[config.mk]
export PLATFORM = sky130hd
export DESIGN_NAME = serv_rf_ram_seq
export DESIGN_NICKNAME = d
export VERILOG_FILES = /design/src/rtl/serv_rf_ram_seq.sv
export SDC_FILE = /design/constraint.sdc
export NUM_CORES = 1
export LEC_CHECK = 0
export ABC_AREA = 1
export CAP_MARGIN = 10
export CORE_UTILIZATION = 40
export DETAILED_ROUTE_END_ITERATION = 6
export GPL_TIMING_DRIVEN = 0
export PLACE_DENSITY_LB_ADDON = 0.15
export REMOVE_ABC_BUFFERS = 1
export SLEW_MARGIN = 20
export SYNTH_ARGS = -nofsm -noshare
export SYNTH_HDL_FRONTEND = slang
export SYNTH_SLANG_ARGS = --single-unit
export TNS_END_PERCENT = 20
[constraint.sdc]
create_clock -name i_clk -period 1.5 [get_ports i_clk]
set_input_delay 0.3 -clock i_clk [delete_from_list [all_inputs] [get_ports i_clk]]
set_output_delay 0.3 -clock i_clk [all_outputs]
set_load 0.1 [all_outputs]
[src/rtl/serv_rf_ram_seq.sv]
// Register-file RAM sequencer: turns bit-serial GPR/CSR accesses into W-bit
// RAM word reads (prefetched ahead of use) and W-bit word writes. The two
// serial write ports share the single RAM write port, one cycle apart.
module serv_rf_ram_seq #(
  parameter int W  = 2,
  parameter int AW = 6 + $clog2(32 / W)
) (
  input  logic          i_clk,
  input  logic          i_rst,
  input  logic          i_req,
  output logic          o_ready,
  output logic          o_busy,
  output logic          o_cnt_en,
  output logic [4:0]    o_cnt,
  input  logic [5:0]    i_rreg0,
  input  logic [5:0]    i_rreg1,
  output logic          o_rdata0,
  output logic          o_rdata1,
  input  logic [5:0]    i_wreg0,
  input  logic [5:0]    i_wreg1,
  input  logic          i_wen0,
  input  logic          i_wen1,
  input  logic          i_wdata0,
  input  logic          i_wdata1,
  output logic [AW-1:0] o_raddr,
  output logic          o_ren,
  input  logic [W-1:0]  i_rdata,
  output logic [AW-1:0] o_waddr,
  output logic [W-1:0]  o_wdata,
  output logic          o_wen
);
  localparam int WB  = $clog2(W);
  localparam int WDW = 5 - WB;

  localparam logic [WB-1:0] BIT_FIRST  = '0;
  localparam logic [WB-1:0] BIT_SECOND = WB'(1);
  localparam logic [WB-1:0] BIT_LAST   = WB'(W - 1);

  localparam logic [2:0] IDLE  = 3'd0;
  localparam logic [2:0] PREP0 = 3'd1;
  localparam logic [2:0] PREP1 = 3'd2;
  localparam logic [2:0] RUN   = 3'd3;
  localparam logic [2:0] FLUSH = 3'd4;

  logic [2:0]    r_state;
  logic [4:0]    r_cnt;
  logic          r_rv0, r_rv1;     // RAM data for port 0/1 arrives this cycle
  logic [W-1:0]  r_cur0, r_cur1;   // word currently being streamed
  logic [W-1:0]  r_nxt0, r_nxt1;   // prefetched next word
  logic [W-2:0]  r_wbuf0, r_wbuf1; // gathered low bits of the write word
  logic [W-1:0]  r_hold1;          // port 1 word waiting for the write port
  logic [AW-1:0] r_hold_addr;
  logic          r_hold_v;

  logic           w_prep0, w_prep1, w_run;
  logic [WB-1:0]  w_bit;
  logic [WDW-1:0] w_word, w_word_nxt;
  logic           w_more, w_first, w_second, w_boundary;

  assign w_prep0    = (r_state == PREP0);
  assign w_prep1    = (r_state == PREP1);
  assign w_run      = (r_state == RUN);
  assign w_bit      = r_cnt[WB-1:0];
  assign w_word     = r_cnt[4:WB];
  assign w_word_nxt = w_word + WDW'(1);
  assign w_more     = (w_word != '1);
  assign w_first    = (w_bit == BIT_FIRST);
  assign w_second   = (w_bit == BIT_SECOND);
  assign w_boundary = w_run & (w_bit == BIT_LAST);

  // Access sequencing and the serial bit counter.
  // NOTE: every clocked block uses <= so all state updates see pre-edge values.
  always_ff @(posedge i_clk or posedge i_rst) begin
    if (i_rst) begin
      r_state <= IDLE;
      r_cnt   <= '0;
    end else begin
      case (r_state)
        IDLE:    if (i_req) r_state <= PREP0;
        PREP0:   r_state <= PREP1;
        PREP1:   r_state <= RUN;
        RUN: begin
          r_cnt <= r_cnt + 5'd1;
          if (r_cnt == 5'd31) r_state <= FLUSH;
        end
        default: r_state <= IDLE;
      endcase
    end
  end

  // Read pipeline: capture returning RAM words as current or next word.
  // NOTE: data buffers are reset too, so an aborted access leaves nothing behind.
  always_ff @(posedge i_clk or posedge i_rst) begin
    if (i_rst) begin
      r_rv0  <= 1'b0;
      r_rv1  <= 1'b0;
      r_cur0 <= '0;
      r_cur1 <= '0;
      r_nxt0 <= '0;
      r_nxt1 <= '0;
    end else begin
      r_rv0 <= w_prep0 | (w_run & w_first & w_more);
      r_rv1 <= w_prep1 | (w_run & w_second & w_more);
      if (r_rv0 & (w_prep1 | w_boundary)) r_cur0 <= i_rdata;
      else if (r_rv0)                     r_nxt0 <= i_rdata;
      else if (w_boundary)                r_cur0 <= r_nxt0;
      // A port 1 word landing on its first bit is already in use (bypassed).
      if (r_rv1 & w_run & w_first) r_cur1 <= i_rdata;
      else if (r_rv1)              r_nxt1 <= i_rdata;
      else if (w_boundary)         r_cur1 <= r_nxt1;
    end
  end

  // Write gather: collect serial bits, park the finished port 1 word.
  always_ff @(posedge i_clk or posedge i_rst) begin
    if (i_rst) begin
      r_wbuf0     <= '0;
      r_wbuf1     <= '0;
      r_hold1     <= '0;
      r_hold_addr <= '0;
      r_hold_v    <= 1'b0;
    end else begin
      r_hold_v <= w_boundary & i_wen1;
      if (w_run) begin
        for (int i = 0; i < W - 1; i++) begin
          if (w_bit == WB'(i)) begin
            r_wbuf0[i] <= i_wdata0;
            r_wbuf1[i] <= i_wdata1;
          end
        end
      end
      if (w_boundary) begin
        r_hold1     <= {i_wdata1, r_wbuf1};
        r_hold_addr <= {i_wreg1, w_word};
      end
    end
  end

  // RAM read port: word 0 of both ports in PREP, word j+1 early in word j.
  // NOTE: outputs get a default before any branch so no latch is inferred.
  always_comb begin
    o_ren   = 1'b0;
    o_raddr = '0;
    if (w_prep0) begin
      o_ren   = 1'b1;
      o_raddr = {i_rreg0, {WDW{1'b0}}};
    end else if (w_prep1) begin
      o_ren   = 1'b1;
      o_raddr = {i_rreg1, {WDW{1'b0}}};
    end else if (w_run & w_more & w_first) begin
      o_ren   = 1'b1;
      o_raddr = {i_rreg0, w_word_nxt};
    end else if (w_run & w_more & w_second) begin
      o_ren   = 1'b1;
      o_raddr = {i_rreg1, w_word_nxt};
    end
  end

  // RAM write port: port 0 on the last bit of a word, port 1 one cycle later.
  always_comb begin
    o_wen   = 1'b0;
    o_waddr = '0;
    o_wdata = '0;
    if (w_boundary & i_wen0) begin
      o_wen   = 1'b1;
      o_waddr = {i_wreg0, w_word};
      o_wdata = {i_wdata0, r_wbuf0};
    end else if (r_hold_v) begin
      o_wen   = 1'b1;
      o_waddr = r_hold_addr;
      o_wdata = r_hold1;
    end
  end

  assign o_ready  = w_prep1;
  assign o_busy   = (r_state != IDLE);
  assign o_cnt_en = w_run;
  assign o_cnt    = w_run ? r_cnt : 5'd0;
  // x0 is hard-wired zero; CSRs at 32-35 read normally.
  assign o_rdata0 = w_run & (i_rreg0 != 6'd0) & r_cur0[w_bit];
  assign o_rdata1 = w_run & (i_rreg1 != 6'd0) &
                    ((r_rv1 & w_first) ? i_rdata[0] : r_cur1[w_bit]);
endmodule

==> out/metrics.sh <==
GRT_START_MAX_NET_PINS=34
NUMCLOCKSINKS=33
WORST_HOLD_SLACK_NS=0.4600
SETUP.WORST_PATH.CLASS='flip-flop to output port'
CRIT_ARRIVAL_NS=1.82
YS_SEQ_AREA_SHARE_PCT=44.53
CRITPATHMAXFANOUT=4
MIN-DELAY-PATH-CLASS='input port to asynchronous set/reset pin'
POST-ROUTE-MIN-PERIOD_NS=2.116
GRT_ANTENNA_BEFORE_REPAIR=0
DETAIL-ROUTE-ANTENNA-NETS=0
DIE_AREA_SQ_UM=4912
INSERTEDDIODECOUNT=0
TIMING.CRITICAL_PATH.SLOWEST_STAGE_CELL='sky130_fd_sc_hd__dfrtp_1'
YS_SEQ_ELEMENTS=33
CLOCK_PATH_BUFFERS=2
YS_WARN_COUNT=0
WORSTSETUPSTARTPOINT='r_cnt[2]$_DFFE_PP0N_'
TRACK_USAGE_PCT=27.47
FAILED_CHECKS='setup timing'
DR.FIRST_ITER.DRC_COUNT=131
FLOORPLAN.INITIALDENSITY_PCT=42.01
TIMING.FINAL.MAX_SLEW_VIOLATIONS=0
PIN_COUNT=67
WORST_EP_REQUIRED_TIME_NS=1.20
FP.COREAREA_SQ_UM=4414
DP_CELLS=364
POST-DP-HPWL_MM=3.081
GRT_PASS1_VIAS=2113
FIN_CELLS=401
WORST_R2R_STARTPOINT='r_cnt[1]$_DFFE_PP0N_'
WORST_SETUP_PATH_START_KIND='flip-flop'
YOSYS_MOST_USED_DFF='sky130_fd_sc_hd__dfrtp_1'
POST_LAYOUT_NETS=384
DIE_H_UM=70.09
AVGVIACOUNTPERCELL=5.384
WORST_PATH_LARGEST_CELL_DELAY_NS=0.43
WL_PER_CELL_UM=17.06
FIN_UTIL_PCT=82.94
REGTOREGSETUPSLACK_NS=-0.06
CTS_BUFFERS=5
SYNTH.TOP_CELL.AREA_SHARE_PCT=44.53
REPORT.FINAL.HOLD_VIOL_COUNT=0
CLOCK-ROOT-BUFFER='sky130_fd_sc_hd__clkbuf_8'
RSZ0062_AT_GRT='yes'
TRITONCTS='yes'
LAYOUT_WORST_PATH_CYCLE_SHARE_PCT=141.1
WIRE_LENGTH_OF_THE_FIRST_GLOBAL_ROUTING_PASS_MM=10.45
WORSTSKEWPAIRLATENCY_NS=0.29
LEADING_POST_SYNTHESIS_CELLS_BY_CELL_AREA='sky130_fd_sc_hd__dfrtp_1, sky130_fd_sc_hd__nand2_1, sky130_fd_sc_hd__nand3_1, sky130_fd_sc_hd__nor2_1, sky130_fd_sc_hd__inv_1'
SYN-CELL-AREA_SQ_UM=1854
RELSLEWSLACK_PCT=49.89
PORT_BUFFERS=66
YOSYSTOPAREACELL='sky130_fd_sc_hd__dfrtp_1'
DRT-PASS1-ITER-COUNT=4
OUTCOME='finished, violations left'
ROUTE.FINAL.WIRE_LENGTH_MM=6.840
PATH_CLK_SLEW_NS=0.08
WORST_CLOCK_SKEW_NS=0.006595
CRITICAL_PATH_CELL_BY_CELL='ha_2 > buf_4 > buf_4 > xor2_1 > inv_1 > nor2_1 > buf_6'
GLOBAL_ROUTE.OVERFLOW_TOTAL=0
PLACE.GP.CONGESTION=0.8210
SETUP_VIOL=36
DISTINCT_CELL_TYPE_COUNT_AFTER_SYNTHESIS=25
POST_ROUTE_CELLS_DRIVE_ABOVE_1_SHARE_PCT=42.98
FLOORPLAN_ROW_COUNT=24
COUNT_OF_H_TREE_LEVELS_BUILT_DURING_CTS=2
DRT_DRC_VIOLATIONS_LEFT=0
MAX_CAP_VIOLATIONS=0
POSTSYNTH.ASYNCRESETSHARE_PCT=100.0
LAYOUT_SETUP_WS_NS=-0.6164
MOST_COMMON_LIBRARY_CELLS_AFTER_SYNTHESIS='sky130_fd_sc_hd__nand2_1, sky130_fd_sc_hd__dfrtp_1, sky130_fd_sc_hd__nand3_1, sky130_fd_sc_hd__nor2_1, sky130_fd_sc_hd__inv_1'
DIE_W_UM=70.09
NETLIST_INSTANCES=253
SYNTH_ENABLE_FLOP_CELLS=0
AREA_GROWTH_PCT=97.44
WORST-SLEW-PIN-TRANSITION_NS=0.7517
VIAS=2159
POSTSYNTHAREAPERCELL_SQ_UM=7.329
WORSTSETUPENDPOINTTYPE='output port'
SYNTH_MOST_COMMON_CELL='sky130_fd_sc_hd__nand2_1'
MAX_CLOCK_FREQ_MHz=472.5
PATH_COMMON_CELL='sky130_fd_sc_hd__buf_4'
[critical path: cells and delay by family (launching register included)]
kind	cells	cell delay [ns]
buffers and inverters	4	0.57
flip-flops	1	0.43
XOR/XNOR	1	0.20
adder cells (fa/ha/maj)	1	0.21
AND/OR/NAND/NOR	1	0.12
[metal layers]
metal / GRT usage [%] / routed length [um]
met2: 49.36 / 3555
met4: 6.889 / 186
met5: 0 / 0
met3: 5.916 / 473
met1: 33.24 / 2625
[path summary, 6_finish.rpt]
| kind | endpoint | cells after the start |
|---|---|---|
| min in group i_clk | r_hold_addr[6]$_DFFE_PP0P_ | 2 |
| max in group asynchronous | r_state[2]$_DFFE_PP0P_ | 2 |
| worst min-delay path | r_hold_addr[8]$_DFFE_PP0P_ | 2 |
| worst max-delay path | o_raddr[2] | 7 |
| worst max register to register | r_state[0]$_DFFE_PP0P_ | 7 |
| worst min register to register | r_hold_addr[6]$_DFFE_PP0P_ | 2 |
[cells in the final DEF (no fill, tap or decap), types with 2 or more instances in the layout]
cell and instances:
sky130_fd_sc_hd__nand2_8 4, sky130_fd_sc_hd__inv_2 2, sky130_fd_sc_hd__o21ai_1 4, sky130_fd_sc_hd__dfrtp_1 29
sky130_fd_sc_hd__clkinv_2 2, sky130_fd_sc_hd__ha_2 3, sky130_fd_sc_hd__o21ai_0 11, sky130_fd_sc_hd__nand2_4 3
sky130_fd_sc_hd__buf_12 30, sky130_fd_sc_hd__nand3_1 12, sky130_fd_sc_hd__clkdlybuf4s50_1 31, sky130_fd_sc_hd__nand2_1 76
sky130_fd_sc_hd__nand2_2 14, sky130_fd_sc_hd__buf_6 9, sky130_fd_sc_hd__nand3_2 11, sky130_fd_sc_hd__xor2_1 3
sky130_fd_sc_hd__nor2_2 3, sky130_fd_sc_hd__nand3_4 3, sky130_fd_sc_hd__nor2_1 7, sky130_fd_sc_hd__nor2_4 14
sky130_fd_sc_hd__dfrtp_2 4, sky130_fd_sc_hd__inv_1 21, sky130_fd_sc_hd__a21oi_2 2, sky130_fd_sc_hd__o21ai_4 6
sky130_fd_sc_hd__a21oi_4 6, sky130_fd_sc_hd__buf_8 3, sky130_fd_sc_hd__clkbuf_8 5, sky130_fd_sc_hd__buf_4 16
[cell type report]
| type | count | area, sq um |
|---|---|---|
| clock inverter | 3 | 17.52 |
| timing repair buffer | 91 | 1197 |
| multi-input combinational | 192 | 1373 |
| tap | 52 | 65.06 |
| inverter | 25 | 108.9 |
| clock buffer | 5 | 68.82 |
| fill | 232 | 753.2 |
| sequential | 33 | 830.8 |
[metrics by stage]
stage	cell area (sq um)	TNS [ns]	setup slack (ns)
final	3661	-14.46	-0.6164
after global routing	3661	-16.08	-0.6559
after CTS	3427	-14.15	-0.5783
after detailed placement	2544	-52.61	-2.089
after global placement	2544	-63.72	-2.088
after floorplan	1818	-45.58	-2.148
[cells by family after synthesis]
kind of cell | after synthesis | synth area share (%)
DFF | 33 | 44.53
and+or+nand+nor | 150 | 35.02
xor gates and xnor gates | 3 | 1.417
adders and majority gates | 3 | 2.025
buffers and inverters | 32 | 7.017
AOI/OAI and AO/OA | 32 | 9.986
[registers in the layout, indices dropped and copies added (netlist names), 2 cells and up]
| name | cells |
|---|---|
| r_hold_addr | 10 |
| r_cnt | 5 |
| r_state | 3 |
| r_cur0 | 2 |
| r_cur1 | 2 |
| r_hold1 | 2 |
| r_nxt0 | 2 |
| r_nxt1 | 2 |
[timing repair]
action / in CTS / in global routing
endpoints found under the setup margin: 55 / 39
hold buffers: 0 / 0
pin swaps: 10 / 12
cloned: 4 / 0
setup buffers: 19 / 6
gates resized for setup: 361 / 48
Power is left out: the tool's default activity adds up to more than one toggle a clock period on the data nets, which glitch-free logic cannot reach.
